[config.mk]
export PLATFORM = sky130hd
export DESIGN_NAME = addsub_accumulator
export DESIGN_NICKNAME = d
export VERILOG_FILES = /design/src/rtl/addsub_acc_pkg.sv /design/src/rtl/addsub_acc_core.sv /design/src/rtl/addsub_accumulator.sv
export SDC_FILE = /design/constraint.sdc
export NUM_CORES = 1
export LEC_CHECK = 0
export CAP_MARGIN = 20
export CORE_MARGIN = 4
export CORE_UTILIZATION = 48
export CTS_CLUSTER_SIZE = 24
export DETAILED_ROUTE_END_ITERATION = 10
export HOLD_SLACK_MARGIN = 0.1
export PLACE_DENSITY = 0.83
export SYNTH_ARGS = -nofsm -noshare
export SYNTH_HDL_FRONTEND = slang
export SYNTH_HIERARCHICAL = 1
export SYNTH_SLANG_ARGS = --single-unit
[constraint.sdc]
create_clock -name clk -period 2.4 [get_ports clk]
set_input_delay 0.48 -clock clk [delete_from_list [all_inputs] [get_ports clk]]
set_output_delay 0.48 -clock clk [all_outputs]
set_load 0.005 [all_outputs]
[src/rtl/addsub_acc_pkg.sv]
// rtl/addsub_acc_pkg.sv - shared state type and default sizes for the add/sub accumulator
package addsub_acc_pkg;

   localparam int DEF_WIDTH     = 3;
   localparam int DEF_ACC_WIDTH = 6;
   localparam int DEF_BURST     = 4;

   typedef enum logic [1:0] {
      IDLE  = 2'd0,
      ACCUM = 2'd1,
      HOLD  = 2'd2
   } acc_state_e;

endpackage

[src/rtl/addsub_acc_core.sv]
// rtl/addsub_acc_core.sv - combinational adder/subtractor, b inverted by sub with carry-in = sub
module addsub_acc_core
   import addsub_acc_pkg::*;
#(
   parameter int W = DEF_ACC_WIDTH
) (
   input  logic [W-1:0] a,
   input  logic [W-1:0] b,
   input  logic         sub,
   output logic [W-1:0] sum,
   output logic         carry
);

   logic [W-1:0] b_x;

   // Invert b for subtract; carry-in of one completes the two's complement
   always_comb begin
      b_x          = b ^ {W{sub}};
      {carry, sum} = {1'b0, a} + {1'b0, b_x} + {{W{1'b0}}, sub};
   end

endmodule

[src/rtl/addsub_accumulator.sv]
// rtl/addsub_accumulator.sv - burst accumulator of add/sub beats; ADDSUB_ACC_SAT_EN selects saturation
module addsub_accumulator
   import addsub_acc_pkg::*;
#(
   parameter int WIDTH     = DEF_WIDTH,
   parameter int ACC_WIDTH = DEF_ACC_WIDTH,
   parameter int BURST     = DEF_BURST
) (
   input  logic                 clk,
   input  logic                 rst_n,
   input  logic                 clear,
   input  logic                 in_valid,
   output logic                 in_ready,
   input  logic [WIDTH-1:0]     in_data,
   input  logic                 in_sub,
   output logic                 out_valid,
   input  logic                 out_ready,
   output logic [ACC_WIDTH-1:0] out_sum,
   output logic                 out_ovf
);

   localparam int CNT_W = (BURST > 1) ? $clog2(BURST) : 1;
   localparam logic [CNT_W-1:0] CNT_LAST = CNT_W'(BURST - 1);

   acc_state_e           state_q, state_d;
   logic [ACC_WIDTH-1:0] acc_q, acc_d;
   logic                 ovf_q, ovf_d;
   logic [CNT_W-1:0]     cnt_q, cnt_d;

   logic [ACC_WIDTH-1:0] op_ext;
   logic [ACC_WIDTH-1:0] core_sum;
   logic                 core_carry;
   logic                 beat_ovf;
   logic [ACC_WIDTH-1:0] beat_result;
   logic                 accept;

   assign op_ext = ACC_WIDTH'(in_data);

   addsub_acc_core #(.W(ACC_WIDTH)) u_core (
      .a     (acc_q),
      .b     (op_ext),
      .sub   (in_sub),
      .sum   (core_sum),
      .carry (core_carry)
   );

   // Carry out on add or missing carry (borrow) on subtract flags this beat; optionally clamp
   always_comb begin
      beat_ovf    = in_sub ? ~core_carry : core_carry;
      beat_result = core_sum;
`ifdef ADDSUB_ACC_SAT_EN
      if (beat_ovf) begin
         beat_result = in_sub ? {ACC_WIDTH{1'b0}} : {ACC_WIDTH{1'b1}};
      end
`endif
   end

   // Handshake outputs decode registered state only; ready is held low while in reset
   always_comb begin
      in_ready  = rst_n && (state_q != HOLD);
      out_valid = (state_q == HOLD);
      out_sum   = acc_q;
      out_ovf   = ovf_q;
      accept    = in_valid && in_ready;
   end

   // Next-state: clear dominates, beats fold in until the burst completes, HOLD waits for the consumer
   always_comb begin
      state_d = state_q;
      acc_d   = acc_q;
      ovf_d   = ovf_q;
      cnt_d   = cnt_q;
      if (clear) begin
         state_d = IDLE;
         acc_d   = '0;
         ovf_d   = 1'b0;
         cnt_d   = '0;
      end else begin
         case (state_q)
            IDLE, ACCUM: begin
               if (accept) begin
                  acc_d = beat_result;
                  ovf_d = ovf_q | beat_ovf;
                  if (cnt_q == CNT_LAST) begin
                     state_d = HOLD;
                     cnt_d   = '0;
                  end else begin
                     state_d = ACCUM;
                     cnt_d   = cnt_q + 1'b1;
                  end
               end
            end
            HOLD: begin
               if (out_ready) begin
                  state_d = IDLE;
                  acc_d   = '0;
                  ovf_d   = 1'b0;
                  cnt_d   = '0;
               end
            end
            default: begin
               state_d = IDLE;
               acc_d   = '0;
               ovf_d   = 1'b0;
               cnt_d   = '0;
            end
         endcase
      end
   end

   // State, accumulator, sticky flag and beat counter registers
   always_ff @(posedge clk or negedge rst_n) begin
      if (!rst_n) begin
         state_q <= IDLE;
         acc_q   <= '0;
         ovf_q   <= 1'b0;
         cnt_q   <= '0;
      end else begin
         state_q <= state_d;
         acc_q   <= acc_d;
         ovf_q   <= ovf_d;
         cnt_q   <= cnt_d;
      end
   end

endmodule
======== Word level (Yosys, flattened, before mapping) ========
Index checks and enable logic that the tools add are counted.
word-level totals
  output and inout bits ................... 9
  logic and storage cells ................. 39
  input bits .............................. 9
  bits in registers ....................... 11
operators by class
  add/subtract/negate cells ............... 3
  equality and inequality tests ........... 6
  reductions and logical operators ........ 5
  bitwise logic cells ..................... 3
  multiplexer cells ....................... 18
operators by type and width
  cell                                                                   number
  6-bit 2-to-1 mux                                                       3
  2-bit 2-to-1 mux                                                       7
  6-bit case mux with 2 select lines                                     1
  2-bit case mux with 2 select lines                                     2
  6-bit by 6-bit adder with 7-bit output                                 1
  7-bit by 1-bit adder with 7-bit output                                 1
  3-bit by 6-bit bitwise XOR with 6-bit output                           1
  2-bit equality test, second input constant                             2
  1-bit 2-to-1 mux                                                       4
  3-bit by 2-bit != test with 1-bit output, second input constant        1
  3-bit != test, second input constant                                   1
  2-bit by 1-bit adder with 2-bit output, second input constant          1
  2-bit by 1-bit equality test with 1-bit output, second input constant  1
  1-bit logical AND                                                      2
  2-bit zero test                                                        1
  2-bit != test, second input constant                                   1
  1-bit case mux with 2 select lines                                     1
  2-bit AND reduction                                                    1
  2-bit OR reduction                                                     1
  1-bit NOT                                                              1
  1-bit OR                                                               1

======== Logic depth before layout (Yosys ltp) ========
Gate-level depths: netlist (run 1).
  word-level depth ........................ 9
  mapped depth ............................ 10
  gate-level depth less buffers ........... 9

======== Cells and area by module ========
Netlist (run 1), hierarchy kept.
by module, submodules not included
  module              sequential area each (sq um)  cells each  area an instance (sq um)  times used
  addsub_accumulator  275.3                         38          480.5                     1
  addsub_acc_core     0.0                           38          319.1                     1

======== Worst setup path after synthesis (run 1) ========
Ideal clock, no wire load.
  path kind ............................... input -> register
  start ................................... in in_sub
  end ..................................... reg ovf_q, in the netlist out_ovf
  stages .................................. 10
  data arrival time ....................... 2267 ps
  path buffers ............................ 1
  required time ........................... 2323 ps
  slack ................................... 56 ps
  library setup time ...................... 77 ps
  cells stage by stage .................... buf_6 > mux2i_2 > inv_1 > fa_1 > a211oi_1 > o21bai_1 > a21o_1 > xnor2_1 > or3_1 > a21oi_1
on the way
  longest elaborated chain between the ends .. 9
RTL lines
  element                                       line                       text
  start: declaration                            addsub_accumulator.sv:15   input logic in_sub,
  3-bit by 6-bit bitwise XOR with 6-bit output  addsub_acc_core.sv:18      b_x = b ^ {W{sub}};
  6-bit by 6-bit adder with 7-bit output        addsub_acc_core.sv:19      {carry, sum} = {1'b0, a} + {1'b0, b_x} + {{W{1'b0}}, sub};
  7-bit by 1-bit adder with 7-bit output *      addsub_acc_core.sv:19
  named net core_carry                          addsub_accumulator.sv:32   logic core_carry;
  1-bit NOT                                     addsub_accumulator.sv:49   beat_ovf = in_sub ? ~core_carry : core_carry;
  1-bit 2-to-1 mux *                            addsub_accumulator.sv:49
  1-bit OR *                                    addsub_accumulator.sv:83   ovf_d = ovf_q | beat_ovf;
  1-bit 2-to-1 mux *                            addsub_accumulator.sv:81   if (accept) begin
  1-bit case mux with 2 select lines *          addsub_accumulator.sv:79   case (state_q)
  1-bit 2-to-1 mux *                            addsub_accumulator.sv:73   if (clear) begin
  end signal: assignment                        addsub_accumulator.sv:121  ovf_q <= ovf_d;
  end: declaration                              addsub_accumulator.sv:27   logic ovf_q, ovf_d;
Mark *: on every way through the listed nets, which the timed path passes. The rest lies on a longest branch. The select of a mux whose other input is x is not followed.
A chain may end at the register's enable or synchronous reset.

======== Worst setup path in the final report (run 1) ========
  start ................................... in in_data[0]
  end ..................................... reg ovf_q, in the netlist out_ovf
on the way
  longest elaborated chain between the ends .. 9
RTL lines
  element                                         line                      text
  start: declaration                              addsub_accumulator.sv:14  input logic [WIDTH-1:0] in_data,
  3-bit by 6-bit bitwise XOR with 6-bit output *  addsub_acc_core.sv:18
  6-bit by 6-bit adder with 7-bit output *        addsub_acc_core.sv:19
  7-bit by 1-bit adder with 7-bit output *        addsub_acc_core.sv:19
  named net core_carry                            addsub_accumulator.sv:32
  1-bit NOT                                       addsub_accumulator.sv:49
  1-bit 2-to-1 mux *                              addsub_accumulator.sv:49
  1-bit OR *                                      addsub_accumulator.sv:83
  1-bit 2-to-1 mux *                              addsub_accumulator.sv:81
  1-bit case mux with 2 select lines *            addsub_accumulator.sv:79
  1-bit 2-to-1 mux *                              addsub_accumulator.sv:73
Marked as above.

==> results.py, run 1 <==
metrics = {
    "outcome": {
        "status": "completed",
    },
    "timing": {
        "fin_crit_sh_pct": 96.2,
        "final-max-slew-violation-count": 0,
        "fin_tns_setup_ns": 0,
        "fmax_mhz": 433,
        "setup_viol": 0,
        "finalCriticalPeriod_ns": 2.31,
        "rsz0062_at_grt": "false",
        "worst_clock_skew_ns": 0.00671,
        "hold_viol": 0,
    },
    "power_and_ir_drop": {
        "switching_share_pct": 32.8,
        "finalPower_w": 0.000574,
        "ir_drop_mv": 0.301,
        "p_int_w": 0.000386,
        "leakage_nw": 0.562,
        "combPwrFrac_pct": 39.7,
        "p_switching_w": 0.000188,
        "seq_power_share_pct": 37.0,
        "clkPwrFrac_pct": 23.3,
        "power_density_nw_per_um2": 507,
    },
    "synthesis": {
        "syn-cell-area_um2": 800,
        "synth_top_family_by_area": "compound AO/OA/AOI/OAI gates",
        "syn_area_per_cell_um2": 10.5,
        "syn_inst": 76,
        "yosysWarnings": 6,
        "yosysUniqueCellTypes": 33,
        "synthXorXnorAreaFrac_pct": 11.0,
        "synth_adder_area_share_pct": 13.5,
        "synthSimpleGateAreaFrac_pct": 12.2,
        "yosys.area.top_type": "dfrtp_1",
        "synth.mux.area_fraction_pct": 1.72,
        "yosys_register_bits": 11,
        "synth_top_cell_area_share_pct": 34.4,
        "synth_compound_area_share_pct": 24.4,
        "yosysSeqAreaShare_pct": 34.4,
        "synthTopCellsByArea": "dfrtp_1 (34%), ha_1 (11%), a22o_1 (8.8%), xor2_1 (8.8%), a21oi_1 (3.1%)",
    },
    "worst_setup_path": {
        "crit_type": "primary input to register",
        "critPathMaxStageDelay_ns": 0.35,
        "crit_required_ns": 2.60,
        "r2r_start": "out_sum[0]",
        "path_max_fanout": 2,
        "path_buf_inv": 2,
        "critical-path-top-delay-family": "compound AO/OA/AOI/OAI gates",
        "r2r_setup_slack_ns": 0.16,
        "crit_path_start": "in_data[0]",
        "cp-end-kind": "register",
        "path_cells": "dlygate4sd2_1 -> mux2i_2 -> inv_1 -> fa_2 -> a211oi_2 -> o21bai_1 -> a21o_1 -> xnor2_1 -> or3_1 -> a21oi_2",
        "cpMaxStageDelayCell": "fa_2",
        "cp.depth": 10,
        "reg2reg_to": "out_ovf",
        "r2r_cells": 9,
        "cp-endpoint": "out_ovf",
        "startpoint_type": "primary input",
        "crit_arrival_ns": 2.51,
    },
    "clocking": {
        "clkSlewWorstSetupHoldPaths_ns": 0.07,
        "tritoncts.num_buffers": 3,
        "clk_path_buf_depth": 2,
        "root_buffer": "clkbuf_4",
        "h-tree-depth": 1,
        "clkLatencyLatePin_ns": 0.27,
        "clock-sinks": 11,
        "cts_hold_buf": 0,
        "tritoncts": "built",
    },
    "die": {
        "io_pins": 18,
        "initial_core_util_pct": 51.9,
        "fp.dieH_um": 48.8,
        "row_count": 14,
        "die_w_um": 48.8,
        "die_area_um2": 2380,
        "fp.coreArea_um2": 1540,
    },
    "layout": {
        "diodes": 0,
        "layout-drive-gt1-share_pct": 25.0,
        "layout_common_cells": "clkdlybuf4s50_1 (14), buf_4 (14), dfrtp_1 (11)",
        "post-route-util_pct": 73.5,
        "area_delta_synth_final_pct": 41.6,
        "finalNetCount": 130,
    },
    "place": {
        "gp_congestion": 0.874,
        "dp_hpwl_um": 1530,
        "numPortBuffers": 17,
    },
    "routing": {
        "via_count": 763,
        "dr.first_iter.drc_count": 24,
        "vias_per_cell": 5.96,
        "drt-total-wl_um": 2080,
        "avgRoutedWirePerCell_um": 16.2,
        "detail-route-antenna-nets": 0,
        "dr.pass1.iters": 4,
        "drc": 0,
    },
    "grt": {
        "grt_usage_pct": 18.3,
        "grt_max_degree": 15,
        "grt_pass1_wl_um": 3370,
        "grt_pass1_vias": 792,
        "grt_antenna_before_repair": 0,
        "grt_overflow": 0,
    },
    "worst_hold_path": {
        "hp-class": "register to register",
    },
    "flow_run": {
        "max_cap_viol_count": 0,
    },
}
-- registers in the layout (all words and copies together) (netlist names) --
register / flops
cnt_q: 2
out_ovf: 1
state_q: 2
out_sum: 6
-- layout make-up --
class | count | area (um2)
Clock buffer | 4 | 26.3
Sequential cell | 11 | 275
Inverter | 2 | 7.51
Fill cell | 112 | 409
Multi-Input combinational cell | 64 | 532
Timing Repair Buffer | 31 | 272
Tap cell | 16 | 20.0
-- per-stage QoR --
step | area [um2] | cells | hold slack, ns | setup WS, ns
finish | 1130 | 128 | 0.519 | 0.0902
global route | 1130 | 128 | 0.546 | 0.0258
CTS | 1130 | 128 | 0.522 | 0.0300
detailed placement | 1080 | 123 | 0.501 | -0.584
global placement | 1080 | 123 | 0.494 | -0.439
floorplan | 807 | 78 | 0.184 | 0.0560
-- layer usage --
metal / wire length (um) / GRT usage (%) / vias up
li1: - / - / 350
met1: 827 / 21.0 / 367
met2: 1060 / 28.7 / 40
met3: 143 / 4.89 / 6
met4: 53 / 13.5 / 0
met5: 0 / 0 / -
-- how the worst min path moves through the flow --
stage | startpoint | endpoint | slack [ns] | cells after the start
finish | cnt_q[1] | cnt_q[1] | 0.52 | 1
global route | rst_n | out_ovf | 0.55 | 2
CTS | cnt_q[1] | cnt_q[1] | 0.52 | 1
detailed placement | cnt_q[1] | cnt_q[1] | 0.50 | 1
global placement | cnt_q[1] | cnt_q[1] | 0.49 | 1
floorplan | rst_n | cnt_q[0] | 0.18 | 0
-- cells in the mapped netlist --
cell type  number
and2_1          1
o21bai_1        1
dfrtp_1        11
nand3_1         1
nand2_1         4
nor2b_1         1
mux2i_2         1
nor4_1          1
o21ai_1         1
nor2b_4         1
and3_1          1
a22o_1          8
buf_6           1
nor3_1          1
a21oi_1         5
nand4_1         1
a22o_2          1
a211oi_2        1
ha_1            7
o22a_1          1
nor3_2          1
a211oi_1        1
a21o_1          2
a22o_4          1
or3_1           1
xor2_1          8
xnor2_1         2
conb_1          1
inv_1           2
fa_1            1
nor2_1          3
o21ai_0         2
o22ai_1         1
-- logic make-up after synthesis --
logic type                 Yosys count
other                                1
DFF                                 11
muxes                                1
AOI/OAI and AO/OA                   25
xor gates and xnor gates            10
buffers and inverters                3
and+or+nand+nor                     17
adders and majority gates            8
-- power by group through the flow --
| stage | clock network [W] | logic [W] | registers [W] |
|---|---|---|---|
| 3_5_place_dp | 0 | 0.000215 | 0.000216 |
| 2_1_floorplan | 0 | 0.000118 | 0.000214 |
| 4_1_cts | 0.000137 | 0.000222 | 0.000213 |
| 6_report | 0.000133 | 0.000228 | 0.000213 |
| 3_3_place_gp | 0 | 0.000208 | 0.000215 |
| 5_1_grt | 0.000151 | 0.000248 | 0.000215 |
-- worst reg2reg max path, cell delays in order (launching register included) --
cell,delay (ns)
dfrtp_1,0.43
mux2i_2,0.21
inv_1,0.09
fa_2,0.35
a211oi_2,0.20
o21bai_1,0.10
a21o_1,0.20
xnor2_1,0.12
or3_1,0.33
a21oi_2,0.13
-- repair_timing --
| action | in CTS | in global routing |
|---|---|---|
| setup endpoints to repair | 3 | 1 |
| buffers inserted | 1 | 0 |
| resized for setup | 5 | 4 |
| cloned | 0 | 0 |
Power figures use the tool's default switching activity.
==> run 2, diff against run 1 <==
CTS_CLUSTER_DIAMETER = 50   (was unset)
GPL_ROUTABILITY_DRIVEN = 0   (was unset)
==> results of run 2 <==
No change in the layout: final DEF, timing and power equal those of run 1.
==> run 3, diff against run 2 <==
MAX_ROUTING_LAYER = met4   (was unset)
==> results.py, run 3 (synthesis gave the netlist of run 1 again) <==
metrics = {
    "routing": {
        "avgRoutedWirePerCell_um": 16.2,
        "vias_per_cell": 5.87,
        "drt-total-wl_um": 2070,
        "drc": 0,
        "detail-route-antenna-nets": 0,
        "via_count": 751,
        "dr.pass1.iters": 4,
        "dr.first_iter.drc_count": 29,
    },
    "grt": {
        "grt_usage_pct": 18.8,
        "grt_pass1_wl_um": 3380,
        "grt_antenna_before_repair": 0,
        "grt_max_degree": 15,
        "grt_overflow": 0,
        "grt_pass1_vias": 784,
    },
    "layout": {
        "fillCellCount": 112,
        "layout_common_cells": "clkdlybuf4s50_1 (14), buf_4 (14), dfrtp_1 (11)",
        "finalNetCount": 130,
        "seq_area_um2": 275,
        "diodes": 0,
        "stdcell_count": 128,
        "area_delta_synth_final_pct": 41.6,
        "multi_input_area_um2": 532,
        "largest_register_ffs": 6,
        "layout-drive-gt1-share_pct": 25.0,
        "final_cell_area_um2": 1130,
    },
    "flow_run": {
        "max_cap_viol_count": 0,
    },
    "place": {
        "numPortBuffers": 17,
        "dp_hpwl_um": 1530,
        "placed_cells": 123,
        "dpl_cell_area_um2": 1080,
    },
    "die": {
        "initial_core_util_pct": 51.9,
        "fp.dieH_um": 48.8,
        "die_area_um2": 2380,
        "die_w_um": 48.8,
        "io_pins": 18,
        "row_count": 14,
        "fp.coreArea_um2": 1540,
    },
    "worst_setup_path": {
        "r2r_setup_slack_ns": 0.14,
        "crit_arrival_ns": 2.53,
        "cp-end-kind": "register",
        "critPathMaxStageDelay_ns": 0.48,
        "crit_required_ns": 2.60,
        "crit_type": "primary input to register",
        "startpoint_type": "primary input",
        "cpMaxStageDelayCell": "clkdlybuf4s50_1",
        "path_cells": "clkdlybuf4s50_1 -> xor2_1 -> ha_1 -> a211oi_2 -> o21bai_1 -> a21o_1 -> xnor2_1 -> or3_1 -> a21oi_2",
        "path_max_fanout": 2,
    },
    "clocking": {
        "clkSlewWorstSetupHoldPaths_ns": 0.07,
        "h-tree-depth": 1,
        "clock-sinks": 11,
        "tritoncts": "built",
        "tritoncts.num_buffers": 3,
        "clk_path_buf_depth": 2,
        "cts_hold_buf": 0,
        "root_buffer": "clkbuf_4",
        "clkLatencyLatePin_ns": 0.27,
    },
    "timing": {
        "hold_viol": 0,
        "fmax_mhz": 429,
        "worst_clock_skew_ns": 0.00784,
        "fin_crit_sh_pct": 97.2,
        "finalCriticalPeriod_ns": 2.33,
        "rsz0062_at_grt": "false",
        "final-max-slew-violation-count": 0,
        "setup_viol": 0,
    },
    "worst_hold_path": {
        "hp-class": "register to register",
    },
    "power_and_ir_drop": {
        "leakage_nw": 0.562,
        "ir_drop_mv": 0.297,
        "power_density_nw_per_um2": 505,
    },
    "outcome": {
        "status": "completed",
    },
}
## run 3: cell type report
class	instances	area share, %
tap	16	1.77
clock buffer	4	2.32
sequential	11	24.3
multi-input combinational	64	47.0
inverter	2	0.663
timing repair buffer	31	24.0
## run 3: path summary, 6_finish.rpt
path                       startpoint    endpoint  depth (start not counted)
max reg2reg                out_sum[0]     out_ovf                          9
max in group asynchronous       rst_n  out_sum[0]                          2
min                          cnt_q[1]    cnt_q[1]                          1
max                        in_data[2]     out_ovf                          9
min in group asynchronous       rst_n  out_sum[3]                          2
min reg2reg                  cnt_q[1]    cnt_q[1]                          1
## run 3: worst max-delay path, delay by kind of cell
| family | cells | cell delay, ns |
|---|---|---|
| xor gates and xnor gates | 2 | 0.28 |
| buffers and inverters | 1 | 0.48 |
| and+or+nand+nor | 1 | 0.33 |
| AOI/OAI and AO/OA | 4 | 0.68 |
| adders and majority gates | 1 | 0.28 |
## run 3: routing by layer
metal / vias up / wire length [um] / share of wire (%) / global-route usage [%]
met5: - / 0 / 0 / -
met2: 34 / 1060 / 51 / 29.3
li1: 349 / - / - / -
met1: 362 / 811 / 39 / 21.2
met4: 0 / 45 / 2.2 / 12.1
met3: 6 / 155 / 7.5 / 4.89
## run 3: power by group
part	switching [W]	internal, W
logic	0.000104	0.000123
clock network	0.0000674	0.0000644
registers	0.0000144	0.000198
total	0.000186	0.000386
## run 3: what timing repair did
action	CTS	global route
buffers inserted	1	0
endpoints found under the hold margin	0	0
resized for setup	5	4
endpoints found under the setup margin	3	1
## run 3: metrics by stage
stage	hold slack (ns)	setup TNS (ns)	worst slack, ns	power [W]	util, %
after floorplan	0.184	0	0.0560	0.000333	-
after CTS	0.522	0	0.0300	0.000572	73.1
after global routing	0.546	0	0.0258	0.000614	73.5
after detailed placement	0.501	-1.52	-0.584	0.000432	70.3
after global placement	0.494	-1.15	-0.439	0.000423	70.3
final	0.518	0	0.0664	0.000572	73.5
